==> src/rtl/addsub_arbiter.sv <==
// Round-robin arbiter sharing one combinational add/sub datapath between two
// valid/ready requesters; one operation in flight, result held until accepted.
module addsub_arbiter #(
  parameter int WIDTH = 32,
  parameter int CNT_W = 16
) (
  input  logic             clk,
  input  logic             rst_n,
  input  logic             req0_valid,
  output logic             req0_ready,
  input  logic [WIDTH-1:0] req0_a,
  input  logic [WIDTH-1:0] req0_b,
  input  logic             req0_sub,
  input  logic             req1_valid,
  output logic             req1_ready,
  input  logic [WIDTH-1:0] req1_a,
  input  logic [WIDTH-1:0] req1_b,
  input  logic             req1_sub,
  output logic             resp0_valid,
  input  logic             resp0_ready,
  output logic             resp1_valid,
  input  logic             resp1_ready,
  output logic [WIDTH-1:0] resp_sum,
  output logic [WIDTH-1:0] alu_a,
  output logic [WIDTH-1:0] alu_b,
  output logic             alu_sub,
  input  logic [WIDTH-1:0] alu_sum,
  output logic             busy,
  output logic [CNT_W-1:0] op_count
);

  typedef enum logic [1:0] {IDLE, CALC, RESP} state_t;

  state_t           state_reg, state_next;
  logic             last_reg;
  logic             owner_reg;
  logic [WIDTH-1:0] op_a_reg, op_b_reg, sum_reg;
  logic             op_sub_reg;
  logic [CNT_W-1:0] count_reg;

  logic grant;
  logic accept;
  logic resp_hs;

  // On a tie the requester that was not served last wins.
  assign grant = req1_valid & (~req0_valid | ~last_reg);

  always_comb begin
    state_next  = state_reg;
    req0_ready  = 1'b0;
    req1_ready  = 1'b0;
    resp0_valid = 1'b0;
    resp1_valid = 1'b0;
    accept      = 1'b0;
    resp_hs     = 1'b0;
    case (state_reg)
      IDLE: begin
        req0_ready = req0_valid & ~grant;
        req1_ready = req1_valid & grant;
        accept     = req0_ready | req1_ready;
        if (accept) state_next = CALC;
      end
      CALC: state_next = RESP;
      RESP: begin
        resp0_valid = ~owner_reg;
        resp1_valid = owner_reg;
        resp_hs     = owner_reg ? resp1_ready : resp0_ready;
        if (resp_hs) state_next = IDLE;
      end
      default: state_next = IDLE;
    endcase
  end

  always_ff @(posedge clk or negedge rst_n) begin
    if (!rst_n) begin
      state_reg  <= IDLE;
      last_reg   <= 1'b1;
      owner_reg  <= 1'b0;
      op_a_reg   <= '0;
      op_b_reg   <= '0;
      op_sub_reg <= 1'b0;
      sum_reg    <= '0;
      count_reg  <= '0;
    end else begin
      state_reg <= state_next;
      if (accept) begin
        owner_reg  <= grant;
        op_a_reg   <= grant ? req1_a : req0_a;
        op_b_reg   <= grant ? req1_b : req0_b;
        op_sub_reg <= grant ? req1_sub : req0_sub;
      end
      if (state_reg == CALC) sum_reg <= alu_sum;
      if (resp_hs) begin
        last_reg  <= owner_reg;
        count_reg <= count_reg + 1'b1;
      end
    end
  end

  assign alu_a    = op_a_reg;
  assign alu_b    = op_b_reg;
  assign alu_sub  = op_sub_reg;
  assign resp_sum = sum_reg;
  assign busy     = (state_reg != IDLE);
  assign op_count = count_reg;

endmodule
==> config.mk <==
export PLATFORM = sky130hd
export DESIGN_NAME = addsub_arbiter
export DESIGN_NICKNAME = d
export VERILOG_FILES = /design/src/rtl/addsub_arbiter.sv
export SDC_FILE = /design/constraint.sdc
export NUM_CORES = 1
export LEC_CHECK = 0
export CAP_MARGIN = 20
export CELL_PAD_IN_SITES_DETAIL_PLACEMENT = 0
export CELL_PAD_IN_SITES_GLOBAL_PLACEMENT = 1
export CORE_MARGIN = 2
export CORE_UTILIZATION = 31
export DETAILED_ROUTE_END_ITERATION = 10
export MAX_ROUTING_LAYER = met4
export PLACE_DENSITY_LB_ADDON = 0.1
export SLEW_MARGIN = 20
export SYNTH_ARGS = -nofsm -noshare
export SYNTH_HDL_FRONTEND = slang
export SYNTH_SLANG_ARGS = --single-unit
==> constraint.sdc <==
create_clock -name clk -period 4.7 [get_ports clk]
set_clock_uncertainty 0.2 [all_clocks]
set_input_delay 0.94 -clock clk [delete_from_list [all_inputs] [get_ports clk]]
set_output_delay 0.94 -clock clk [all_outputs]
set_load 0.01 [all_outputs]
==> results.md <==
- finished clean — status
- 132.2 µm — vertical die dimension
- 0.9426 ns — worst-margin pin slew
- 4 — H-Tree Depth
- sky130_fd_sc_hd__clkdlybuf4s50_1 — commonest non-fill, non-tap cell in the layout
- 8134 µm² — Area after DPL
- 0.54 ns — Crit path largest cell delay
- 0 — number of buffers inserted by hold repair at cts
- 3.798 ns — final critical path time including I/O delays and setup
- 0 — cells resized by post-CTS repair
- 431 — number of instances in the synthesized netlist
- 634.9 nW/µm² — power density over the cells
- 2.29 ns — reg-to-reg slack, setup
- 79 — largest net degree at the start of global routing
- false — RSZ-0062 raised after global routing
- 4.603 — vias per std cell
- done — TritonCTS clock tree
- 16.32 µm — WL per Instance
- 0 — Diodes inserted
- 0 — Final Hold Vio Count
- 73.13% — Syn-to-layout area delta
- 0.41 ns — clock latency reported for the late side of the worst-skew pair
- 0 ns — Sum Neg Setup Slack
- 15390 µm — Total Wirelength
- output pin — crit end category
- sky130_fd_sc_hd__clkbuf_16 — cell at the root of the clock tree
- 95 — Iter 0 DRT Violations
- 31 — number of distinct library cells after synthesis
- 17 — TritonCTS Buffers
- 0 — number of flops mapped to enable cells by yosys
- 308.3 µV — maximum vdd drop
- 0 — Post-route DRC
- 117 — clock sinks
- 0.7669 — Routability Congestion
- 8821 µm² — Finished Cell Area
- 46 — Placement Rows
- 2.66 ns — Arrival @ worst endpoint
- 11.82 µm² — Avg Inst Size Synth
- sky130_fd_sc_hd__clkdlybuf4s50_1 — Critical Path Most Common Cell
- 2 — Buf/Inv on CP
- 286 — Top Ports
- 0 — number of synthesis warnings
- 117 — flip-flop and latch count after synthesis
- sky130_fd_sc_hd__dfrtp_1 — Primary FF master, synth
- in -> out — WS Path Type
- 1.000 — async set-or-reset flop fraction in the synthesized netlist
- 0 — Post CTS Setup Buffer Count
- req0_valid — timing startpoint of the critical path
- 11300 µm — HPWL after detailed placement
- 285 — quantity of I/O buffers inserted on ports
- 0.06 ns — clock-pin slew on the worst setup and hold paths
- 2 — deepest clock path buffer count
- clkdlybuf4s50_1, a21boi_4, and2_1, clkdlybuf4s50_1 — Cell Chain, Critical Path
- 0 — number of antenna violations at the first check in global routing
- 0 — MaxCap Viol Count
- 4341 — count of vias placed by the detailed router
- 0 — Setup violations, final
- 0.2633 GHz — maximum operating frequency
- 0.3716 — headroom to the max-slew limit
- 0.003670 µW — leakage power
- op_count[15] — startpoint of the most critical hold path
- 0.3184 — starting density of the core
- 4 — first-pass detailed-route iteration total
- 1412 — # fillers
- sky130_fd_sc_hd__clkdlybuf4s50_1 — Crit-path slowest cell
- 11 — maximum fanout along the worst path
- 17480 µm² — Die Outline Area
- last_reg — reg-to-reg critical path startpoint
- sky130_fd_sc_hd__dfrtp_1 — cell type contributing the most total cell area after synthesis
- 0 — remaining global-route overflow
- 600 — syn nets
- 24610 µm — global-route wire length before repair
- 132.2 µm — horizontal die dimension
- primary input — Worst Setup Start Kind
- 0.1871 — Total GRT Usage
- 4636 — number of global-route vias before repair
- 284 x sky130_fd_sc_hd__clkdlybuf4s50_1, 116 x sky130_fd_sc_hd__dfrtp_1, 70 x sky130_fd_sc_hd__nor2_1, 66 x sky130_fd_sc_hd__mux2i_1, 65 x sky130_fd_sc_hd__a21oi_1 — leading cell types in the layout, fill and taps excluded
- 0.5697 — share of the synthesized area in the top cell type
- 3.56 ns — Crit path required time
- 0 — post-route antenna net violation count
- 0.5749 — sequential element share of the synthesized area
- buffers and inverters — cell type group with the largest total delay on the critical path
- 883 — post-layout net count
- 0.1073 — share of cells above drive strength 1
- 5095 µm² — mapped cell area
- reg -> reg — worst min path class
- 16000 µm² — Placeable Area
- 0 — Max Transition Viols Final
- sky130_fd_sc_hd__dfrtp_1 57%, sky130_fd_sc_hd__mux2i_1 13%, sky130_fd_sc_hd__mux2_2 7.5% — largest cells by area after synthesis
- 0.8082 — final cycle utilization of the critical path
-- per-layer routing --
metal,global-route usage,share of wire,wire [µm]
met1,0.2058,0.39,6010
met2,0.3108,0.51,7923
met3,0.06305,0.072,1101
met4,0.07885,0.023,358
met5,-,0,0
-- cell usage after synthesis (2+ instances only) --
cell and instances:
sky130_fd_sc_hd__dfrtp_1 116, sky130_fd_sc_hd__a21oi_1 65, sky130_fd_sc_hd__inv_1 2, sky130_fd_sc_hd__nand3_1 6, sky130_fd_sc_hd__and3_1 5, sky130_fd_sc_hd__nand4_1 3, sky130_fd_sc_hd__xor2_1 4, sky130_fd_sc_hd__nand2b_1 2
sky130_fd_sc_hd__mux2_2 34, sky130_fd_sc_hd__xnor2_1 11, sky130_fd_sc_hd__buf_2 18, sky130_fd_sc_hd__mux2i_1 66, sky130_fd_sc_hd__buf_4 7, sky130_fd_sc_hd__nor2_1 70, sky130_fd_sc_hd__nand2_1 6
-- final cells by class --
class                   count  area (µm²)  area share
flip-flops and latches    117        2929      0.3321
repair buffers            290        2900      0.3288
multi-input cells         286        2027      0.2298
clock buffers              18       439.2     0.04979
well taps                 216       270.3     0.03064
clock inverters            14       247.7     0.02809
inverters                   2       7.507   0.0008511
-- worst register-to-register path: stages (launching register included) --
cell	delay, ns
sky130_fd_sc_hd__dfstp_2	0.39
sky130_fd_sc_hd__a21boi_4	0.41
sky130_fd_sc_hd__buf_4	0.84
sky130_fd_sc_hd__mux2i_1	0.36
sky130_fd_sc_hd__a21oi_1	0.09
-- cells by family (layout without fill, tap and decap cells) --
group,Yosys count,after routing,synth area share
flip-flops,117,117,0.5749
multiplexers,100,100,0.2048
AND/OR/NAND/NOR,100,100,0.09013
AO/OA/AOI/OAI,70,70,0.07171
buffers and inverters,28,324,0.03021
XOR/XNOR,15,15,0.02578
adder cells (fa/ha/maj),1,1,0.002455
-- stage by stage --
| stage | cells | setup slack [ns] | hold WS (ns) | power [µW] | utilization |
|---|---|---|---|---|---|
| after floorplan | 431 | 1.928 | 0.3076 | 2835 | - |
| after global placement | 911 | 0.9344 | 0.2628 | 4097 | 0.5084 |
| after CTS | 943 | 0.8930 | 0.2743 | 5689 | 0.5513 |
| final | 943 | 0.9016 | 0.2713 | 5601 | 0.5513 |
| after detailed placement | 911 | 0.9048 | 0.2664 | 4141 | 0.5084 |
| after global routing | 943 | 0.8395 | 0.3078 | 5946 | 0.5513 |
-- worst paths after layout --
path                       cells past startpoint           end
setup / recovery                               4    req1_ready
hold / removal                                 1  op_count[15]
setup reg to reg                               4      alu_b[4]
hold reg to reg                                1  op_count[15]
max in group asynchronous                      2  resp_sum[26]
min in group asynchronous                      1   op_count[5]
-- report_power, final --
part / internal (µW) / switching [µW]
logic: 1330 / 1030
registers: 1470 / 264
clock network: 1020 / 489
(Power assumes the default switching activity.)
